$ cat config.mk
export PLATFORM = sky130hd
export DESIGN_NAME = demultiplexer_8way_buffered
export DESIGN_NICKNAME = d
export VERILOG_FILES = /design/src/rtl/demux_pkg.sv /design/src/rtl/demux_lane_slot.sv /design/src/rtl/demultiplexer_8way_buffered.sv
export SDC_FILE = /design/constraint.sdc
export NUM_CORES = 1
export LEC_CHECK = 0
export CORE_MARGIN = 2
export CORE_UTILIZATION = 45
export CTS_CLUSTER_DIAMETER = 30
export DETAILED_ROUTE_END_ITERATION = 6
export GPL_TIMING_DRIVEN = 1
export HOLD_SLACK_MARGIN = 0.06
export PLACE_DENSITY = 0.77
export SYNTH_ARGS = -nofsm -noshare
export SYNTH_HDL_FRONTEND = slang
export SYNTH_SLANG_ARGS = --single-unit
$ cat constraint.sdc
create_clock -name clk_i -period 3.45 [get_ports clk_i]
set_input_delay 0.345 -clock clk_i [delete_from_list [all_inputs] [get_ports clk_i]]
set_output_delay 0.345 -clock clk_i [all_outputs]
set_load 0.02 [all_outputs]
$ cat src/rtl/demux_pkg.sv
// Shared constants, lane state type and helpers for the buffered 8-way demultiplexer.
package demux_pkg;

    localparam int unsigned LANES = 8;
    localparam int unsigned SEL_W = 3;
    localparam int unsigned OCC_W = 4;

    typedef enum logic {
        LANE_EMPTY = 1'b0,
        LANE_FULL  = 1'b1
    } lane_state_e;

    function automatic logic [OCC_W-1:0] popcount(input logic [LANES-1:0] v);
        logic [OCC_W-1:0] cnt;
        cnt = '0;
        for (int unsigned i = 0; i < LANES; i++) begin
            cnt = cnt + OCC_W'(v[i]);
        end
        return cnt;
    endfunction

endpackage

$ cat src/rtl/demux_lane_slot.sv
// One-entry output slot: holds a beat from load until drained; flush empties it
// but leaves the data register untouched.
module demux_lane_slot
    import demux_pkg::*;
#(
    parameter int unsigned width = 32
) (
    input  logic             clk_i,
    input  logic             rst_n,
    input  logic             load_i,
    input  logic             drain_i,
    input  logic             flush_i,
    input  logic [width-1:0] data_i,
    output logic [width-1:0] data_o,
    output logic             valid_o
);

    lane_state_e      state_q, state_d;
    logic [width-1:0] data_q, data_d;

    always_comb begin
        state_d = state_q;
        data_d  = data_q;
        if (flush_i) begin
            state_d = LANE_EMPTY;
        end else if (load_i) begin
            state_d = LANE_FULL;
            data_d  = data_i;
        end else if (drain_i && state_q == LANE_FULL) begin
            state_d = LANE_EMPTY;
        end
    end

    always_ff @(posedge clk_i or negedge rst_n) begin
        if (!rst_n) begin
            state_q <= LANE_EMPTY;
            data_q  <= '0;
        end else begin
            state_q <= state_d;
            data_q  <= data_d;
        end
    end

    assign data_o  = data_q;
    assign valid_o = (state_q == LANE_FULL);

endmodule

$ cat src/rtl/demultiplexer_8way_buffered.sv
// Registered 1-to-8 distributor with one-entry slot per lane and a registered
// occupancy count.
module demultiplexer_8way_buffered
    import demux_pkg::*;
#(
    parameter int unsigned width = 32
) (
    input  logic                   clk_i,
    input  logic                   rst_n,
    input  logic [width-1:0]       data_i,
    input  logic [SEL_W-1:0]       sel_i,
    input  logic                   valid_i,
    output logic                   ready_o,
    input  logic                   flush_i,
    output logic [LANES*width-1:0] data_o,
    output logic [LANES-1:0]       valid_o,
    input  logic [LANES-1:0]       ready_i,
    output logic [OCC_W-1:0]       occ_o
);

    logic             accept;
    logic [LANES-1:0] load_vec;
    logic [LANES-1:0] drain_vec;
    logic [OCC_W-1:0] occ_q, occ_d;

    // A full lane can still take a beat when its consumer empties it this cycle.
    assign ready_o   = rst_n & ~flush_i & (~valid_o[sel_i] | ready_i[sel_i]);
    assign accept    = valid_i & ready_o;
    assign drain_vec = valid_o & ready_i;

    for (genvar k = 0; k < LANES; k++) begin : g_lane
        assign load_vec[k] = accept & (sel_i == SEL_W'(k));

        demux_lane_slot #(
            .width(width)
        ) u_slot (
            .clk_i  (clk_i),
            .rst_n  (rst_n),
            .load_i (load_vec[k]),
            .drain_i(drain_vec[k]),
            .flush_i(flush_i),
            .data_i (data_i),
            .data_o (data_o[k*width +: width]),
            .valid_o(valid_o[k])
        );
    end

    // Accepting into a full lane implies it drains, so the +1/-1 cancel there.
    always_comb begin
        occ_d = occ_q;
        if (flush_i) begin
            occ_d = '0;
        end else begin
            occ_d = occ_q - popcount(drain_vec) + OCC_W'(accept);
        end
    end

    always_ff @(posedge clk_i or negedge rst_n) begin
        if (!rst_n) begin
            occ_q <= '0;
        end else begin
            occ_q <= occ_d;
        end
    end

    assign occ_o = occ_q;

endmodule

== Word level (Yosys, flattened, before mapping) ==
Index checks and enable logic that the tools add are counted.

* Flip-flop bits (word level): 268
* Input port bits: 47
* Output and inout bits: 269

* Add/subtract/negate cells: 9
* Order comparisons: 1
* Equal/unequal tests: 7
* Muxes and demuxes: 29
* Bitwise logic cells: 15
* Reduce and logical (&&, ||, !) cells: 25

{| class="wikitable"
|+ Operators with widths
! cell !! number
|-
| $mux 1 || 26
|-
| $reduce_bool 3->1 || 8
|-
| $add 4x1->4 || 5
|-
| $reduce_and 2->1 || 8
|-
| $eq 3x3->1 const B || 4
|-
| $and 1x1->1 || 11
|-
| $and 8x8->8 || 1
|-
| $logic_and 1x1->1 || 8
|-
| $bmux 1 s3 || 2
|-
| $eq 3x2->1 const B || 2
|-
| $add 3x1->4 || 1
|-
| $lt 3x4->1 const B || 1
|-
| $mux 4 || 1
|-
| $sub 4x4->4 || 1
|-
| $add 2x1->3 || 1
|-
| $eq 3x1->1 const B || 1
|-
| $logic_not 3->1 || 1
|-
| $add 1x1->2 || 1
|-
| $not 1->1 || 2
|-
| $or 1x1->1 || 1
|}

== Longest topological paths before layout ==
Gate-level depths: netlist of run 1.

* Word-level depth: 11
* Depth in mapped cells: 13
* Depth with buffers taken out: 13

== Cells and area by module ==
A second synthesis of run 1 with hierarchy kept.

* Cells, all modules: 671
* Area total of the unflattened synthesis: 11922.7 µm²

{| class="wikitable"
|+ By module, submodules not included
! module !! instances !! cells an instance !! area an instance (µm²) !! seq. area each (µm²)
|-
| demux_lane_slot || 8 || 73 || 1398.8 || 825.8
|-
| demultiplexer_8way_buffered || 1 || 87 || 732.0 || 100.1
|}

== Worst setup path after synthesis of run 1 ==
No wires, ideal clock.

* Path type: register -> register
* From: register occ_q[0], in the netlist occ_o[0]
* To: register occ_q[3], in the netlist occ_o[3]
* Setup time: 0.119 ns
* Arrival time: 3.058 ns
* Setup slack: 0.274 ns
* Cell stages (with the launch flop): 12
* Buffers on the path: 0
* Clock period less this slack: 3.176 ns
* Cell sequence: dfrtp_1 > inv_1 > fa_1 > fa_1 > fa_1 > inv_1 > fa_1 > ha_1 > ha_1 > xor2_1 > xnor2_1 > nor2_1

* Cells in the longest elaborated chain, start to end: 3

{| class="wikitable"
|+ Ends and longest elaborated chain
! what !! RTL line !! RTL
|-
| start: declaration || demultiplexer_8way_buffered.sv:24 || <nowiki>logic [OCC_W-1:0] occ_q, occ_d;</nowiki>
|-
| start signal: assignment || demultiplexer_8way_buffered.sv:60 || <nowiki>occ_q <= '0;</nowiki>
|-
| start signal: assignment || demultiplexer_8way_buffered.sv:62 || <nowiki>occ_q <= occ_d;</nowiki>
|-
| $sub 4x4->4 || demultiplexer_8way_buffered.sv:54 || <nowiki>occ_d = occ_q - popcount(drain_vec) + OCC_W'(accept);</nowiki>
|-
| $add 4x1->4 || demultiplexer_8way_buffered.sv:54 ||
|-
| $mux 4 || demultiplexer_8way_buffered.sv:51 || <nowiki>if (flush_i) begin</nowiki>
|-
| named net occ_d[3] || demultiplexer_8way_buffered.sv:24 ||
|}

The timed path passes the listed nets, and every way through them passes these cells.
A chain may end at the register's enable or synchronous reset.

== Final worst setup path of run 1 ==
* From: register g_lane[0].u_slot.state_q
* To: register occ_q[3], in the netlist occ_o[3]

* Cells in the longest elaborated chain, start to end: 11
* Elaborated cells on any way between the ends: 17

{| class="wikitable"
|+ Ends and longest elaborated chain
! what !! RTL line !! RTL
|-
| start: declaration || demux_lane_slot.sv:18 || <nowiki>lane_state_e state_q, state_d;</nowiki>
|-
| start signal: assignment || demux_lane_slot.sv:39 || <nowiki>state_q <= state_d;</nowiki>
|-
| $and 8x8->8 || demultiplexer_8way_buffered.sv:29 || <nowiki>assign drain_vec = valid_o & ready_i;</nowiki>
|-
| $add 1x1->2 || demux_pkg.sv:17 || <nowiki>cnt = cnt + OCC_W'(v[i]);</nowiki>
|-
| $add 2x1->3 || demux_pkg.sv:17 ||
|-
| $add 3x1->4 || demux_pkg.sv:17 ||
|-
| $add 4x1->4 (4 in a row) || demux_pkg.sv:17 ||
|-
| $sub 4x4->4 || demultiplexer_8way_buffered.sv:54 ||
|-
| $add 4x1->4 * || demultiplexer_8way_buffered.sv:54 ||
|-
| $mux 4 * || demultiplexer_8way_buffered.sv:51 ||
|-
| named net occ_d[3] || demultiplexer_8way_buffered.sv:24 ||
|}

The timed path passes the listed nets; every way through them passes the cells marked *. The select of a mux whose other input is x is not followed.

==> results of run 1 <==
[path summary, 6_finish.rpt]
check | from | to | slack (ps) | cells past startpoint
min in group clk_i | g_lane[3].u_slot.data_o[27] | g_lane[3].u_slot.data_o[27] | 480 | 1
setup reg to reg | g_lane[0].u_slot.valid_o | occ_o[3] | 180 | 11
hold / removal | rst_n | g_lane[0].u_slot.data_o[0] | 220 | 2
max in group asynchronous | rst_n | g_lane[0].u_slot.data_o[14] | 1380 | 4
hold reg to reg | g_lane[3].u_slot.data_o[27] | g_lane[3].u_slot.data_o[27] | 480 | 1
setup / recovery | g_lane[0].u_slot.valid_o | occ_o[3] | 180 | 11
[worst max-delay path, stage by stage, from the launching register on]
cell and delay (ps):
dfrtp_1 390, and2_1 160, fa_2 340, fa_1 490, fa_1 380, inv_1 80, fa_1 420, ha_1 300
ha_1 210, xor2_1 170, xnor2_1 150, nor2_1 50
[layout make-up]
type	instances	area, sq um	area share
Clock buffer	65	1430	0.0897
Clock inverter	27	397	0.0249
Inverter	11	41.3	0.00259
Multi-Input combinational cell	321	3660	0.229
Sequential cell	268	6710	0.420
Tap cell	319	399	0.0250
Timing Repair Buffer	335	3320	0.208
[flip-flops by register name, indices dropped and copies added (netlist names)]
name	count
g_lane.u_slot.valid_o	8
g_lane.u_slot.data_o	256
occ_o	4
[routing by layer]
layer,vias up,GRT usage,part of all wire
li1,2959,-,-
met1,3420,0.274,0.40
met2,237,0.375,0.49
met3,38,0.0712,0.081
met4,0,0.0697,0.021
met5,-,0,0
[power groups by stage]
stage | sequential (mW) | clock [mW] | combinational (mW)
floorplan | 4.81 | 0 | 0.600
detailed placement | 4.10 | 0 | 2.91
global route | 4.13 | 5.43 | 3.04
global placement | 4.06 | 0 | 2.88
CTS | 4.06 | 5.27 | 2.93
finish | 4.06 | 5.19 | 2.90
[stage by stage]
step	util	cell area, sq um	power, mW	setup WS [ps]	hold WS (ps)
final	0.684	16000	12.2	175	222
after floorplan	-	10600	5.41	274	49.4
after CTS	0.684	15900	12.3	138	195
after global routing	0.684	16000	12.6	16.4	218
after detailed placement	0.605	14100	7.01	-294	150
after global placement	0.605	14100	6.95	-254	150
[kinds of logic after synthesis]
logic type / count (synthesis) / share of synthesized area
buffers and inverters: 48 / 0.0294
adders and majority gates: 13 / 0.0195
xor gates and xnor gates: 3 / 0.00247
DFF: 268 / 0.630
AOI/OAI and AO/OA: 10 / 0.00635
and+or+nand+nor: 37 / 0.0269
muxes: 258 / 0.285
[timing repair]
item                       4_1_cts  5_1_grt
setup endpoints to repair        0        1
hold endpoints to repair         4        0
resized for setup                0        2
hold buffers                     1        0
[placed cells by master (no fill, tap or decap), drive strengths merged]
cell,netlist,final
a21bo,1,1
a21o,4,4
and2,5,5
and2b,3,3
buf,32,20
bufinv,0,9
clkbuf,5,65
clkdlybuf4s50,0,314
clkinv,0,9
clkinvlp,0,4
dfrtp,268,268
dlygate4sd3,0,1
fa,6,6
ha,7,7
inv,11,16
mux2,256,256
mux4,2,2
nand2,4,4
nand2b,3,3
nand3,2,2
nand3b,1,1
nand4b,3,3
nor2,2,2
nor2b,8,8
nor3,1,1
nor3b,1,1
nor4b,2,2
nor4bb,1,1
o21ai,3,3
o22ai,2,2
or4,1,1
xnor2,2,2
xor2,1,1
[synthesized netlist by cell type (5+ instances only)]
cell and instances:
dfrtp_1 268, mux2_2 225, mux2_4 29, buf_4 14, buf_2 13, inv_1 11, nor2b_1 8, ha_1 7
fa_1 6, and2_1 5, clkbuf_1 5
==> results.md, run 1 <==
- TNS Setup: 0 ps
- Peak Freq: 0.305 GHz
- First-pass GRT wire length: 42200 microns
- Pin count of the biggest net entering global routing: 78
- Sequential Power Share: 0.334
- Vias: 6654
- Gr ovfl total: 0
- Die Ht: 158 microns
- Crit-path max FO: 4
- Share of cells above drive strength 1: 0.362
- Combinational power share: 0.239
- Syn nets: 697
- DRT Wirelength: 27800 microns
- Clock network fraction of total power: 0.427
- Int Pwr: 8.85 mW
- TritonCTS clock tree: yes
- Leading area contributor after synthesis: dfrtp_1
- Critical path arrival: 3670 ps
- Register area share after synthesis: 0.630
- Area Overhead vs Synth: 49.9%
- Initial antenna violation count: 0
- Maximum clock path buffer count: 3
- Filler cells: 1600
- Final HPWL DP: 18400 microns
- Fin cells: ~1300
- Port Buffer Count: 315
- Ys flop type: dfrtp_1
- Synthesis Warnings: 0
- Crit path time final: between 3000 and 4000 ps
- Routed length per instance: 20.7 microns
- Peak VDD IR: 488 uV
- Vias/cell: ~4.9
- 1st-iter DRT viols: 267
- # H-tree levels: 2
- Seq cells post-synth: 268
- Worst slew pin tran: 956 ps
- RSZ-0062 raised after global routing: no
- Starting Density: 0.456
- Residual DRC: 0
- Post-synthesis cell type count: 35
- Hold Path Class: input port to asynchronous set/reset pin
- Vias in the first global route: 7205
- Final Hold Vio Count: 0
- Synth top area share: 0.630
- Core ar.: 23300 sq um
- Postcts setup bufs: 0
- Power per cell area: 762 nW/um^2
- Sw Ratio: 0.272
- Final Slew Violations: 0
- Chip width: 158 microns
- Total die area: 24900 sq um
- WP data required: 3840 ps
- Mapped Avg Cell Area: 16.7 sq um
- N_diodes: 0
- CTS Buf Count: 52
- Overall Global Routing Usage: 0.223
- Ranking of synthesized cells by area: dfrtp_1, mux2_2, mux2_4
- Detail Route Antenna Nets: 0
- # setup viols final: 0
- Crit share post-route: 0.949
- Crit Path Category: flip-flop to flip-flop
- Skew-Pair Late Insertion Delay: 520 ps
- Total placed cells including tap cells: 1253
- Mapped Area: 10600 sq um
- Status: completed
- # rows: 56
- # Max-Cap Violations: 0
- Router iterations before antenna repair: 4
- Clock Sinks: 268
- Rel. slew slack: 0.363
- Final Skew: approximately 19 ps
- Number of enable flip-flop cells after synthesis: 0
- FFs w/ async S/R, synth: 1.00
- Clk pin slew, worst setup/hold paths: 50 ps
- Cells after synthesis: 637
- Worst setup EP type: flip-flop
- Crit start category: flip-flop
- IO Pins: 316
- Switching power: around 3.3 mW
- Fin nets: between 1000 and 1500
- CTS root buf: clkbuf_16
- Gpl congestion: ~0.79
- Leak Pwr: 7.29 nW
No activity file was read; power rests on OpenSTA's default activity.
==> inputs of run 2 (changes only) <==
--- a/config.mk
+++ b/config.mk
@@ -10,7 +10,7 @@
 export CTS_CLUSTER_DIAMETER = 30
 export DETAILED_ROUTE_END_ITERATION = 6
 export GPL_TIMING_DRIVEN = 1
-export HOLD_SLACK_MARGIN = 0.06
+export HOLD_SLACK_MARGIN = 0.12
 export PLACE_DENSITY = 0.77
 export SYNTH_ARGS = -nofsm -noshare
 export SYNTH_HDL_FRONTEND = slang
==> constraint.sdc (replaced) <==
create_clock -name clk_i -period 3.6 [get_ports clk_i]
set_input_delay 0.36 -clock clk_i [delete_from_list [all_inputs] [get_ports clk_i]]
set_output_delay 0.36 -clock clk_i [all_outputs]
set_load 0.02 [all_outputs]
==> results.md, run 2 (same netlist as run 1, synthesis figures left out) <==
- Maximum clock path buffer count: 3
- Status: completed
- # rows: 56
- Final HPWL DP: ~19000 microns
- Vias in the first global route: 7316
- Pin count of the biggest net entering global routing: between 70 and 80
- Gpl congestion: 0.801
- Postcts setup bufs: 0
- Filler cells: 1613
- # H-tree levels: 2
- Fin cells: 1346
- WP data required: 3990 ps
- Initial antenna violation count: 0
- Crit-path max FO: 3
- Final Hold Vio Count: 0
- N_diodes: 0
- Final Power: 11.7 mW
- Area Overhead vs Synth: 50.2%
- Detail Route Antenna Nets: 0
- First-pass GRT wire length: 42900 microns
- Vias/cell: 4.97
- # Max-Cap Violations: 0
- Power per cell area: 733 nW/um^2
- Worst slew pin tran: 946 ps
- # setup viols final: 0
- Clock Sinks: between 200 and 300
- IO Pins: 316
- Crit Path Category: flip-flop to flip-flop
- CTS Buf Count: 52
- Core ar.: 23300 sq um
- Multi-input logic area: between 3000 and 4000 sq um
- R2R Path Start: g_lane[5].u_slot.valid_o
- Routed length per instance: 21.1 microns
- DRT Wirelength: 28300 microns
- Reg-to-reg setup timing slack: 310 ps
- Starting Density: 0.456
- CTS resizes: 0
- Register area: 6710 sq um
- R2r worst-path depth: 12
- Overall Global Routing Usage: 0.228
- Critical path arrival: 3680 ps
- Crit start category: flip-flop
- Rel. slew slack: 0.369
- Vias: 6695
- Gr ovfl total: 0
- RSZ-0062 raised after global routing: no
- Post-CTS Hold Buffers: 1
- CTS root buf: clkbuf_16
- Largest register FFs: 256
- Share of cells above drive strength 1: 0.364
- Total placed cells including tap cells: ~1300
- 1st-iter DRT viols: 260
- Hold Path Class: input port to asynchronous set/reset pin
- Residual DRC: 0
- Die Ht: 158 microns
- Crit path time final: 3290 ps
- Fin nets: 1049
- Port Buffer Count: roughly 320
- Most common cell after layout, fill and taps aside: clkdlybuf4s50_1
- Most frequent cells in the layout: clkdlybuf4s50_1, dfrtp_1, mux2_2, clkbuf_16, mux2_4
- Final Slew Violations: 0
- Clk pin slew, worst setup/hold paths: 50 ps
- Chip width: ~160 microns
- TNS Setup: 0 ps
- RR Endpoint: occ_o[3]
- Peak Freq: 0.304 GHz
- Router iterations before antenna repair: 4
- Skew-Pair Late Insertion Delay: 530 ps
- Leak Pwr: 7.31 nW
- Total die area: between 20000 and 25000 sq um
- Final Skew: 17.3 ps
- Worst setup EP type: flip-flop
- Crit share post-route: 0.913
- Peak VDD IR: 428 uV
- TritonCTS clock tree: yes
run 2: critical path, cell delays in order (launching register included):
cell,delay (ps)
dfrtp_1,360
nand2_1,90
fa_1,420
inv_1,90
fa_1,440
fa_1,370
inv_1,80
fa_1,430
ha_1,310
ha_1,200
xor2_1,170
xnor2_1,140
nor2_1,60
run 2: worst max-delay path by stage:
stage | start | end | slack, ps | cells after the start
after floorplan | occ_o[0] | occ_o[3] | 420 | 11
after global placement | ready_i[5] | occ_o[3] | -120 | 13
after detailed placement | ready_i[5] | occ_o[3] | -160 | 13
after CTS | g_lane[7].u_slot.valid_o | occ_o[3] | 270 | 11
after global routing | g_lane[5].u_slot.valid_o | occ_o[3] | 160 | 12
final | g_lane[5].u_slot.valid_o | occ_o[3] | 310 | 12
run 2: layer usage:
| layer | global-route usage | up-vias | part of all wire |
|---|---|---|---|
| met5 | 0 | - | 0 |
| met4 | 0.0710 | 0 | 0.025 |
| met3 | 0.0745 | 56 | 0.079 |
| met2 | 0.384 | 238 | 0.49 |
| met1 | 0.278 | 3443 | 0.40 |
| li1 | - | 2958 | - |
run 2: power by group:
part / total [mW] / leakage (nW) / switching (mW) / internal [mW]
logic: 2.78 / 2.97 / 1.33 / 1.45
clock network: 5.05 / 0.906 / 1.52 / 3.52
registers: 3.90 / 3.44 / 0.306 / 3.59
total: 11.7 / 7.31 / 3.16 / 8.56
run 2: cell type report:
| class | instances | area share |
|---|---|---|
| Sequential cell | 268 | 0.419 |
| Clock buffer | 66 | 0.0929 |
| Clock inverter | 26 | 0.0239 |
| Inverter | 11 | 0.00258 |
| Tap cell | 319 | 0.0250 |
| Multi-Input combinational cell | 321 | 0.228 |
| Timing Repair Buffer | 335 | 0.208 |
run 2: per-stage QoR:
stage	worst slack [ps]	cell area (sq um)	hold slack [ps]	util
floorplan	424	10600	64.4	-
global placement	-124	14100	160	0.605
detailed placement	-165	14100	162	0.605
CTS	274	16000	209	0.685
global route	162	16000	225	0.685
finish	314	16000	233	0.685
